[config.mk]
export PLATFORM = sky130hd
export DESIGN_NAME = cdb_arbiter
export DESIGN_NICKNAME = d
export VERILOG_FILES = /design/src/rtl/cdb_pkg.sv /design/src/rtl/cdb_fifo.sv /design/src/rtl/cdb_arbiter.sv
export SDC_FILE = /design/constraint.sdc
export NUM_CORES = 1
export LEC_CHECK = 0
export ABC_AREA = 1
export CORE_ASPECT_RATIO = 0.75
export CORE_MARGIN = 3
export CORE_UTILIZATION = 25
export CTS_CLUSTER_SIZE = 25
export DETAILED_ROUTE_END_ITERATION = 8
export PLACE_DENSITY = 0.44
export SLEW_MARGIN = 20
export SYNTH_ARGS = -nofsm -noshare
export SYNTH_HDL_FRONTEND = slang
export SYNTH_SLANG_ARGS = --single-unit
[constraint.sdc]
create_clock -name clk -period 4.9 [get_ports clk]
set_clock_uncertainty 0.05 [all_clocks]
set_input_delay 1.225 -clock clk [delete_from_list [all_inputs] [get_ports clk]]
set_output_delay 1.225 -clock clk [all_outputs]
set_load 0.02 [all_outputs]
[src/rtl/cdb_pkg.sv]
// Shared definitions for the common-data-bus arbiter: widths, tag ranges,
// the broadcast record and the producer class encoding.
package cdb_pkg;

  localparam int WORD_SIZE = 32;
  localparam int UNIT_SIZE = 8;

  // Unit tag ranges owned by each producer class (inclusive)
  localparam logic [UNIT_SIZE-1:0] LW_BASE  = 8'h80;
  localparam logic [UNIT_SIZE-1:0] LW_LAST  = 8'hDF;
  localparam logic [UNIT_SIZE-1:0] ADD_BASE = 8'h20;
  localparam logic [UNIT_SIZE-1:0] ADD_LAST = 8'h3F;
  localparam logic [UNIT_SIZE-1:0] MUL_BASE = 8'h40;
  localparam logic [UNIT_SIZE-1:0] MUL_LAST = 8'h5F;

  typedef struct packed {
    logic                 valid;
    logic [UNIT_SIZE-1:0] tag;
    logic [WORD_SIZE-1:0] data;
  } cdb_t;

  // Producer classes; the numeric order is also the round-robin order
  typedef enum logic [1:0] {
    CLS_LW  = 2'd0,
    CLS_ADD = 2'd1,
    CLS_MUL = 2'd2
  } cls_e;

  // Class that follows c in round-robin order
  function automatic cls_e next_cls(input cls_e c);
    cls_e n;
    case (c)
      CLS_LW:  n = CLS_ADD;
      CLS_ADD: n = CLS_MUL;
      default: n = CLS_LW;
    endcase
    return n;
  endfunction

  // True when tag belongs to the range owned by class c
  function automatic logic tag_in_range(input cls_e c, input logic [UNIT_SIZE-1:0] tag);
    logic ok;
    case (c)
      CLS_LW:  ok = (tag >= LW_BASE)  && (tag <= LW_LAST);
      CLS_ADD: ok = (tag >= ADD_BASE) && (tag <= ADD_LAST);
      CLS_MUL: ok = (tag >= MUL_BASE) && (tag <= MUL_LAST);
      default: ok = 1'b0;
    endcase
    return ok;
  endfunction

endpackage

[src/rtl/cdb_fifo.sv]
// Small synchronous FIFO holding finished results of one producer class.
// The head is read combinationally so a grant can register it onto the CDB
// in the same cycle it is popped.
module cdb_fifo #(
  parameter int WIDTH = 40,
  parameter int DEPTH = 4
) (
  input  logic                     clk,
  input  logic                     rst,
  input  logic                     push,
  input  logic [WIDTH-1:0]         din,
  input  logic                     pop,
  output logic [WIDTH-1:0]         head,
  output logic [$clog2(DEPTH):0]   occupancy,
  output logic                     ready
);

  localparam int AW = $clog2(DEPTH);

  logic [WIDTH-1:0] mem_q [DEPTH];
  logic [AW-1:0]    wr_ptr_q, wr_ptr_d;
  logic [AW-1:0]    rd_ptr_q, rd_ptr_d;
  logic [AW:0]      occ_q, occ_d;
  logic             do_push, do_pop;

  // With DEPTH a power of two, occupancy < DEPTH is simply a clear MSB
  assign ready     = !occ_q[AW];
  assign occupancy = occ_q;
  assign head      = mem_q[rd_ptr_q];

  // Next pointers and occupancy; push and pop in one cycle leave occupancy alone
  always_comb begin
    do_push  = push && ready;
    do_pop   = pop && (occ_q != '0);
    wr_ptr_d = do_push ? wr_ptr_q + AW'(1) : wr_ptr_q;
    rd_ptr_d = do_pop  ? rd_ptr_q + AW'(1) : rd_ptr_q;
    occ_d    = occ_q;
    if (do_push && !do_pop) begin
      occ_d = occ_q + (AW+1)'(1);
    end else if (!do_push && do_pop) begin
      occ_d = occ_q - (AW+1)'(1);
    end
  end

  // Control state, cleared by reset so queued results are discarded
  always_ff @(posedge clk or posedge rst) begin
    if (rst) begin
      wr_ptr_q <= '0;
      rd_ptr_q <= '0;
      occ_q    <= '0;
    end else begin
      wr_ptr_q <= wr_ptr_d;
      rd_ptr_q <= rd_ptr_d;
      occ_q    <= occ_d;
    end
  end

  // Entry storage; contents are meaningless until written so no reset
  always_ff @(posedge clk) begin
    if (do_push) begin
      mem_q[wr_ptr_q] <= din;
    end
  end

endmodule

[src/rtl/cdb_arbiter.sv]
// Common-data-bus arbiter: three class FIFOs (lw/add/mul), tag range check,
// round-robin grant and a registered single-result-per-cycle broadcast.
module cdb_arbiter
  import cdb_pkg::*;
#(
  parameter int WORD_SIZE = 32,
  parameter int UNIT_SIZE = 8,
  parameter int DEPTH     = 4
) (
  input  logic                 clk,
  input  logic                 rst,
  input  logic                 lw_valid,
  input  logic [UNIT_SIZE-1:0] lw_tag,
  input  logic [WORD_SIZE-1:0] lw_data,
  output logic                 lw_ready,
  input  logic                 add_valid,
  input  logic [UNIT_SIZE-1:0] add_tag,
  input  logic [WORD_SIZE-1:0] add_data,
  output logic                 add_ready,
  input  logic                 mul_valid,
  input  logic [UNIT_SIZE-1:0] mul_tag,
  input  logic [WORD_SIZE-1:0] mul_data,
  output logic                 mul_ready,
  output logic                 cdb_valid,
  output logic [UNIT_SIZE-1:0] cdb_tag,
  output logic [WORD_SIZE-1:0] cdb_data,
  output logic                 tag_err,
  output logic [15:0]          bcast_count
);

  localparam int ENTRY_W = UNIT_SIZE + WORD_SIZE;
  localparam int OCC_W   = $clog2(DEPTH) + 1;

  typedef struct packed {
    logic                 valid;
    logic [UNIT_SIZE-1:0] tag;
    logic [WORD_SIZE-1:0] data;
  } bus_t;

  logic [2:0]           in_valid, in_ready, legal, push, bad, nonempty, pop;
  logic [UNIT_SIZE-1:0] in_tag  [3];
  logic [WORD_SIZE-1:0] in_data [3];
  logic [ENTRY_W-1:0]   head    [3];
  logic [OCC_W-1:0]     occ     [3];

  logic                 found;
  cls_e                 grant_cls, cand;
  logic [ENTRY_W-1:0]   sel_entry;

  bus_t                 cdb_q, cdb_d;
  cls_e                 rr_ptr_q, rr_ptr_d;
  logic                 tag_err_q, tag_err_d;
  logic [15:0]          bcast_count_q, bcast_count_d;

  assign in_valid   = {mul_valid, add_valid, lw_valid};
  assign in_tag[0]  = lw_tag;
  assign in_tag[1]  = add_tag;
  assign in_tag[2]  = mul_tag;
  assign in_data[0] = lw_data;
  assign in_data[1] = add_data;
  assign in_data[2] = mul_data;
  assign lw_ready   = in_ready[0];
  assign add_ready  = in_ready[1];
  assign mul_ready  = in_ready[2];

  // Per class: a completed handshake either enqueues (legal tag) or is dropped
  for (genvar gi = 0; gi < 3; gi++) begin : g_cls
    localparam cls_e CLS = cls_e'(gi);

    assign legal[gi]    = tag_in_range(CLS, in_tag[gi]);
    assign push[gi]     = in_valid[gi] && in_ready[gi] && legal[gi];
    assign bad[gi]      = in_valid[gi] && in_ready[gi] && !legal[gi];
    assign nonempty[gi] = (occ[gi] != '0);

    cdb_fifo #(
      .WIDTH (ENTRY_W),
      .DEPTH (DEPTH)
    ) u_fifo (
      .clk       (clk),
      .rst       (rst),
      .push      (push[gi]),
      .din       ({in_tag[gi], in_data[gi]}),
      .pop       (pop[gi]),
      .head      (head[gi]),
      .occupancy (occ[gi]),
      .ready     (in_ready[gi])
    );
  end

  // Round-robin grant: first non-empty class starting at rr_ptr
  always_comb begin
    pop       = '0;
    found     = 1'b0;
    grant_cls = rr_ptr_q;
    cand      = rr_ptr_q;
    for (int i = 0; i < 3; i++) begin
      if (!found && nonempty[cand]) begin
        found     = 1'b1;
        grant_cls = cand;
        pop[cand] = 1'b1;
      end
      cand = next_cls(cand);
    end
  end

  // Next broadcast, pointer, error pulse and broadcast counter
  always_comb begin
    sel_entry = '0;
    for (int i = 0; i < 3; i++) begin
      if (pop[i]) begin
        sel_entry = head[i];
      end
    end
    cdb_d.valid   = found;
    cdb_d.tag     = sel_entry[ENTRY_W-1 -: UNIT_SIZE];
    cdb_d.data    = sel_entry[WORD_SIZE-1:0];
    rr_ptr_d      = found ? next_cls(grant_cls) : rr_ptr_q;
    tag_err_d     = |bad;
    bcast_count_d = bcast_count_q + {15'd0, cdb_q.valid};
  end

  // Registered CDB and arbiter state; reset drops any in-flight broadcast
  always_ff @(posedge clk or posedge rst) begin
    if (rst) begin
      cdb_q         <= '0;
      rr_ptr_q      <= CLS_LW;
      tag_err_q     <= 1'b0;
      bcast_count_q <= '0;
    end else begin
      cdb_q         <= cdb_d;
      rr_ptr_q      <= rr_ptr_d;
      tag_err_q     <= tag_err_d;
      bcast_count_q <= bcast_count_d;
    end
  end

  assign cdb_valid   = cdb_q.valid;
  assign cdb_tag     = cdb_q.tag;
  assign cdb_data    = cdb_q.data;
  assign tag_err     = tag_err_q;
  assign bcast_count = bcast_count_q;

endmodule

Word level (Yosys, flattened, before mapping)
Memory sizes are Yosys's and may differ from the RTL's.
Index checks and enable logic that the tools add are counted.
Storage, ports and cells
  input port bits: 125
  logic and storage cells: 139
  memories: 3
  bits in registers: 81
  memory bits (writable): 480
  output and inout bits: 61
Cells by class
  add/subtract/negate cells: 13
  magnitude comparators: 12
  eq/ne operators: 3
  reductions and logical operators: 53
  multiplexer cells: 38
  bitwise logic cells: 2
Memory list
  g_cls[0].u_fifo.mem_q: words 4, width 40, rd ports 1, clocked after Yosys merged registers in 0, write ports 1, RTL line cdb_fifo.sv:20  | logic [WIDTH-1:0] mem_q [DEPTH];
  g_cls[1].u_fifo.mem_q: words 4, width 40, rd ports 1, clocked after Yosys merged registers in 0, write ports 1, RTL line cdb_fifo.sv:20
  g_cls[2].u_fifo.mem_q: words 4, width 40, rd ports 1, clocked after Yosys merged registers in 0, write ports 1, RTL line cdb_fifo.sv:20
Operators by type and width (number)
  40-bit 2-to-1 mux: 3
  1-bit logical AND: 29
  3-bit 2-to-1 mux: 9
  16-bit by 1-bit adder with 16-bit output: 1
  1-bit 2-to-1 mux: 15
  1-bit zero test: 14
  2-bit by 1-bit adder with 2-bit output (second input constant): 6
  2-bit one-hot mux with 2 select lines: 3
  3-bit by 1-bit adder with 3-bit output (second input constant): 3
  2-bit by 3-bit < comparator with 1-bit output (second input constant): 3
  3-bit nonzero test: 3
  3-bit by 1-bit subtractor with 3-bit output (second input constant): 3
  8-bit by 6-bit >= comparator with 1-bit output (second input constant): 1
  8-bit by 7-bit >= comparator with 1-bit output (second input constant): 1
  8-bit >= comparator (second input constant): 1
  8-bit by 6-bit <= comparator with 1-bit output (second input constant): 1
  8-bit by 7-bit <= comparator with 1-bit output (second input constant): 1
  8-bit <= comparator (second input constant): 1
  1-bit binary-select mux with 2-bit select: 3
  1-bit demux with 2-bit select: 3
  2-bit by 1-bit equality test with 1-bit output (second input constant): 3
  2-bit by 1-bit >= comparator with 1-bit output (second input constant): 3
  2-bit zero test: 3
  3-bit bitwise OR: 2
  3 further kinds: 6

Logic depth before layout (Yosys ltp)
  depth in word-level cells: 14
  gate-level depth with buffers: 17

Hierarchy
Synthesis repeated with hierarchy kept, for this count alone.
Unflattened totals
  cell total of the unflattened synthesis: 1911
  area total of the unflattened synthesis: 23840.4 um2
By module, submodules not included
  cdb_fifo: sequential area each 4979.8 um2, area an instance 6996.7 um2, cells each 523, instances 3
  cdb_arbiter: sequential area each 1501.4 um2, area an instance 2850.2 um2, cells each 342, instances 1

Worst setup path after synthesis
OpenSTA, ideal clock, no wires.
  path kind: input -> register
  start: input add_tag[6]
  end: memory g_cls[1].u_fifo.mem_q[0][0] (enable)
  slack: 0.999 ns
  buffers on the path: 0
  required time: 4.413 ns
  arrival time: 3.413 ns
  setup time: 0.437 ns
  stages: 5
  cells stage by stage: nor2_1 nand2_1 nor2_1 inv_1 nor2_1
Between the ends
  word-level cells in the longest chain between the ends: 6
  elaborated cells between the ends (all ways): 7
  classes of those cells: order compare (2); mux (2); reduce/logical (3)
Ends and longest elaborated chain
  start, declared: RTL line cdb_arbiter.sv:17  | input logic [UNIT_SIZE-1:0] add_tag,
  8-bit by 6-bit >= comparator with 1-bit output / 8-bit by 6-bit <= comparator with 1-bit output (equally long branches): RTL line cdb_pkg.sv:45  | CLS_ADD: ok = (tag >= ADD_BASE) && (tag <= ADD_LAST);
  1-bit logical AND (*): RTL line cdb_pkg.sv:45
  1-bit logical AND (*): RTL line cdb_arbiter.sv:71  | assign push[gi] = in_valid[gi] && in_ready[gi] && legal[gi];
  1-bit logical AND (*): RTL line cdb_fifo.sv:33  | do_push = push && ready;
  net g_cls[1].u_fifo.do_push: RTL line cdb_fifo.sv:24  | logic do_push, do_pop;
  1-bit 2-to-1 mux (*): RTL line cdb_fifo.sv:60  | if (do_push) begin
  1-bit 2-to-1 mux (implied by the code) (*): RTL line cdb_fifo.sv:61  | mem_q[wr_ptr_q] <= din;
  end, declared: RTL line cdb_fifo.sv:20
The timed path passes the listed nets; every way through them passes the cells marked *.

Worst setup path after layout
  start: register g_cls[0].u_fifo.occ_q[0]
  end: register g_cls[1].u_fifo.occ_q[1]
Between the ends
  word-level cells in the longest chain between the ends: 14
  elaborated cells between the ends (all ways): 24
  classes of those cells: mux (12); bitwise (2); reduce/logical (10)
Ends and longest elaborated chain
  start, declared: RTL line cdb_fifo.sv:23  | logic [AW:0] occ_q, occ_d;
  start signal, assigned: RTL line cdb_fifo.sv:50  | occ_q <= '0;
  start signal, assigned: RTL line cdb_fifo.sv:54  | occ_q <= occ_d;
  3-bit nonzero test (*): RTL line cdb_arbiter.sv:73  | assign nonempty[gi] = (occ[gi] != '0);
  1-bit binary-select mux with 2-bit select: RTL line cdb_arbiter.sv:97  | if (!found && nonempty[cand]) begin
  1-bit 2-to-1 mux (implied by the code): RTL line cdb_arbiter.sv:97
  1-bit 2-to-1 mux: RTL line cdb_arbiter.sv:97
  1-bit zero test: RTL line cdb_arbiter.sv:97
  1-bit logical AND: RTL line cdb_arbiter.sv:97
  1-bit 2-to-1 mux: RTL line cdb_arbiter.sv:97
  1-bit zero test: RTL line cdb_arbiter.sv:97
  1-bit logical AND: RTL line cdb_arbiter.sv:97
  3-bit 2-to-1 mux (*): RTL line cdb_arbiter.sv:97
  1-bit logical AND (*): RTL line cdb_fifo.sv:34  | do_pop = pop && (occ_q != '0);
  1-bit zero test (*): RTL line cdb_fifo.sv:38  | if (do_push && !do_pop) begin
  1-bit logical AND (*): RTL line cdb_fifo.sv:38
  3-bit 2-to-1 mux (*): RTL line cdb_fifo.sv:38
  net g_cls[1].u_fifo.occ_d[1]: RTL line cdb_fifo.sv:23
  end signal, assigned: RTL line cdb_fifo.sv:50
  end signal, assigned: RTL line cdb_fifo.sv:54
  end, declared: RTL line cdb_fifo.sv:23
The timed path passes the listed nets; every way through them passes the cells marked *. The select of a mux whose other input is x is not followed.
A chain may end at the register's enable or synchronous reset.

==> results.yml <==
run_status:
  status: "finished, final reports clean"
floorplan:
  rows: 93
  io_pins: 186
  die_area_mm2: 0.0911
  start_util: 0.253
  die_h_um: 262
  die_w_um: 348
  core_area_mm2: 0.0863
placement:
  gp_congestion: 0.775
  io_buffers: 185
  place_hpwl_um: 42900
layout:
  drive_above_1_share: 0.0997
  nNetsFinal: 1969
  n_fill_cell: 8569
  syn_to_final_growth_pct: 24.2
setup_path:
  critPathLaunchType: "register"
  crit_top_cell: "nand2_1"
  cp.arrival_ns: 3.76
  worstSetupEndpointType: "register"
  crit_chain: "nor2_1 > nand2_1 > inv_1 > nand2_1 > nand3_2 > nand2_2 > nand2_1 > nand2_1 > nand2_2 > inv_1 > ha_1 > inv_1 > fa_1 > mux2_2"
  critPathKind: "register to register"
  slowest_stage: "nand2_2"
  cpPeakStageDelay_ns: 0.64
  worst-endpoint-required_ns: 5.36
  path_max_fanout: 43
global_route:
  gr-usage-all-layers: 0.137
  grt_pass1_vias: 13200
  grt_pass1_wl_um: 91500
  grt_antenna_before_repair: 11
  grt_remaining_overflow: 0
  grt_max_degree: 83
clock_network:
  tritoncts: "yes"
  cts.sinks: 561
  htreeDepth: 2
  clkLatencyLatePin_ns: 0.63
  clk_path_buf_depth: 3
  cts_resized: 0
  cts_setup_buffers: 0
  cts-root-buf: "clkbuf_16"
  numCtsBuffers: 60
  postCtsHoldBufs: 0
  cts.reportedPaths.clkPinSlew_ns: 0.06
logic_synthesis:
  synth.distinct_cells: 33
  synth_edf_count: 480
  ys_warn_count: 0
  ys_top_cells_by_area: "edfxtp_1 (66%), dfrtp_1 (9.3%), nor2_1 (6.6%), o32ai_1 (4.8%), o21ai_0 (2.9%)"
  synthArstFlopShare: 0.144
  synth_top_area_share: 0.659
  syn_inst: 1636
  avgSynthCellArea_um2: 13.4
  syn_area_mm2: 0.0219
  synth_nets: 1781
  synth_top_area_cell: "edfxtp_1"
  ys_seq_area_frac: 0.751
  ys.flop_type: "edfxtp_1"
  synth_seq_cells: 561
drt:
  drtAntennaViolNets: 0
  wirelength_um: 63300
  wire_per_inst_um: 21.0
  drc: 0
  vias: 13500
  first_pass_iters: 5
  viasPerCell: 4.46
  drt_iter0_markers: 1059
power_and_ir_drop:
  p_switching_mw: 6.17
  seqPwrFrac: 0.381
  p_int_mw: 10.2
  pwr-share-clk: 0.281
  pwr-share-comb: 0.338
  p_per_area_mw_per_mm2: 601
  ir_drop_uv: 331
  leakage_nw: 9.27
  p_sw_frac: 0.378
timing:
  finalSetupViolCount: 0
  tightestPinTransition_ns: 1.05
  final.setup.tns_ns: 0
  final_max_slew_viol_count: 0
  fin_crit_sh: 0.672
  whs_ns: 0.451
  relSlewSlack: 0.299
  grt_setup_unrepaired: "false"
  hold_viol_final: 0
  post-route-min-period_ns: 3.29
  fmax_mhz: 304
flow_run:
  cap_violations: 0
worst_hold_path:
  hold_class: "register to register"
-- cells in the final DEF (no fill, tap or decap), types with 3 or more instances in the layout --
master           Yosys  final
edfxtp_1           480    480
nor2_1             384    372
clkdlybuf4s50_1      0    185
nand2_1            164    164
o21ai_0            128    128
o32ai_1            120    120
dfrtp_1             81     75
clkbuf_16            0     63
inv_1               46     45
nand3_1             43     43
buf_4                5     28
xor2_1              19     19
ha_1                17     17
clkbuf_1            74     16
nor2_4               2     14
clkbuf_8             0     13
nand2_2             12     12
nand3_2             11     11
clkinv_2             0     11
xnor2_1              6      6
dfrtp_2              0      6
inv_2                6      5
nand4_1              5      5
nor2_2               4      4
buf_12               0      4
diode_2              0      3
mux2_2               3      3
fa_1                 3      3
clkinv_4             0      3
bufinv_16            0      3
clkinv_1             0      3
-- sequential cells by signal, indices dropped and copies added, names as in the netlist --
signal / cells
g_cls.u_fifo.mem_q: 480
cdb_data: 32
bcast_count: 16
g_cls.u_fifo.occupancy: 9
cdb_tag: 8
g_cls.u_fifo.rd_ptr_q: 6
g_cls.u_fifo.wr_ptr_q: 6
rr_ptr_q: 2
cdb_valid: 1
tag_err: 1
-- cell usage after synthesis (all sizes together), types with 6 or more instances --
cell	instances
o32ai	120
nand2	177
nor2	390
edfxtp	480
nand3	54
xor2	19
buf	17
dfrtp	81
inv	52
xnor2	6
ha	17
clkbuf	74
o21ai	129
-- cells by family after synthesis --
family / count (synthesis) / synth area share
muxes: 3 / 0.00154
buffers and inverters: 143 / 0.0275
adders and majority gates: 20 / 0.0125
AOI/OAI and AO/OA: 255 / 0.0793
and+or+nand+nor: 629 / 0.118
DFF: 561 / 0.751
xor gates and xnor gates: 25 / 0.0100
-- layout make-up --
class,instances,area (um^2),share of cell area
diodes,3,7.51,0.000276
clock buffers,92,1820,0.0668
clock inverters,22,218,0.00801
inverters,52,199,0.00732
multi-input cells,932,4930,0.181
flip-flops and latches,561,16400,0.605
well taps,1140,1430,0.0525
repair buffers,217,2140,0.0788
-- through the flow --
| stage | instances | power (mW) | utilization | cell area, um^2 | worst slack [ns] |
|---|---|---|---|---|---|
| floorplan | 1636 | 9.52 | - | 21900 | 0.999 |
| global placement | 2902 | 12.0 | 0.291 | 25100 | 0.916 |
| detailed placement | 2902 | 12.0 | 0.291 | 25100 | 1.01 |
| CTS | 3016 | 16.6 | 0.315 | 27200 | 1.54 |
| global route | 3016 | 17.3 | 0.315 | 27200 | 1.24 |
| finish | 3019 | 16.3 | 0.315 | 27200 | 1.61 |
-- path summary, 6_finish.rpt --
check | cells past startpoint | to | from | slack (ns)
worst min-delay path | 1 | bcast_count[0]$_DFF_PP0_ | bcast_count[0]$_DFF_PP0_ | 0.45
min in group asynchronous | 2 | cdb_tag[4]$_DFF_PP0_ | rst | 1.08
max in group asynchronous | 3 | bcast_count[14]$_DFF_PP0_ | rst | 2.94
worst min register to register | 1 | bcast_count[0]$_DFF_PP0_ | bcast_count[0]$_DFF_PP0_ | 0.45
worst max-delay path | 14 | g_cls[1].u_fifo.occupancy[1]$_DFFE_PP0P_ | g_cls[0].u_fifo.occupancy[0]$_DFFE_PP0P_ | 1.61
worst max register to register | 14 | g_cls[1].u_fifo.occupancy[1]$_DFFE_PP0P_ | g_cls[0].u_fifo.occupancy[0]$_DFFE_PP0P_ | 1.61
-- power groups by stage --
stage	Combinational (mW)	Sequential, mW	Clock, mW
global route	6.11	6.30	4.92
CTS	5.67	6.24	4.73
floorplan	3.31	6.21	0
finish	5.53	6.22	4.59
detailed placement	5.65	6.33	0
global placement	5.64	6.33	0
-- critical path: cells and delay by family (launching register included) --
family,cells,cell delay (ns)
fa+ha+maj,2,0.70
simple gates,8,1.27
flops,1,0.43
mux,1,0.26
buf+inv,3,0.46
-- routing by layer --
| layer | vias to the layer above | wire length [um] | GRT usage |
|---|---|---|---|
| met3 | 91 | 4150 | 0.0342 |
| met1 | 6718 | 30200 | 0.198 |
| met5 | - | 95 | 0 |
| met4 | 16 | 1300 | 0.0353 |
| met2 | 347 | 27600 | 0.205 |
| li1 | 6294 | - | - |
Power figures use the tool's default switching activity.
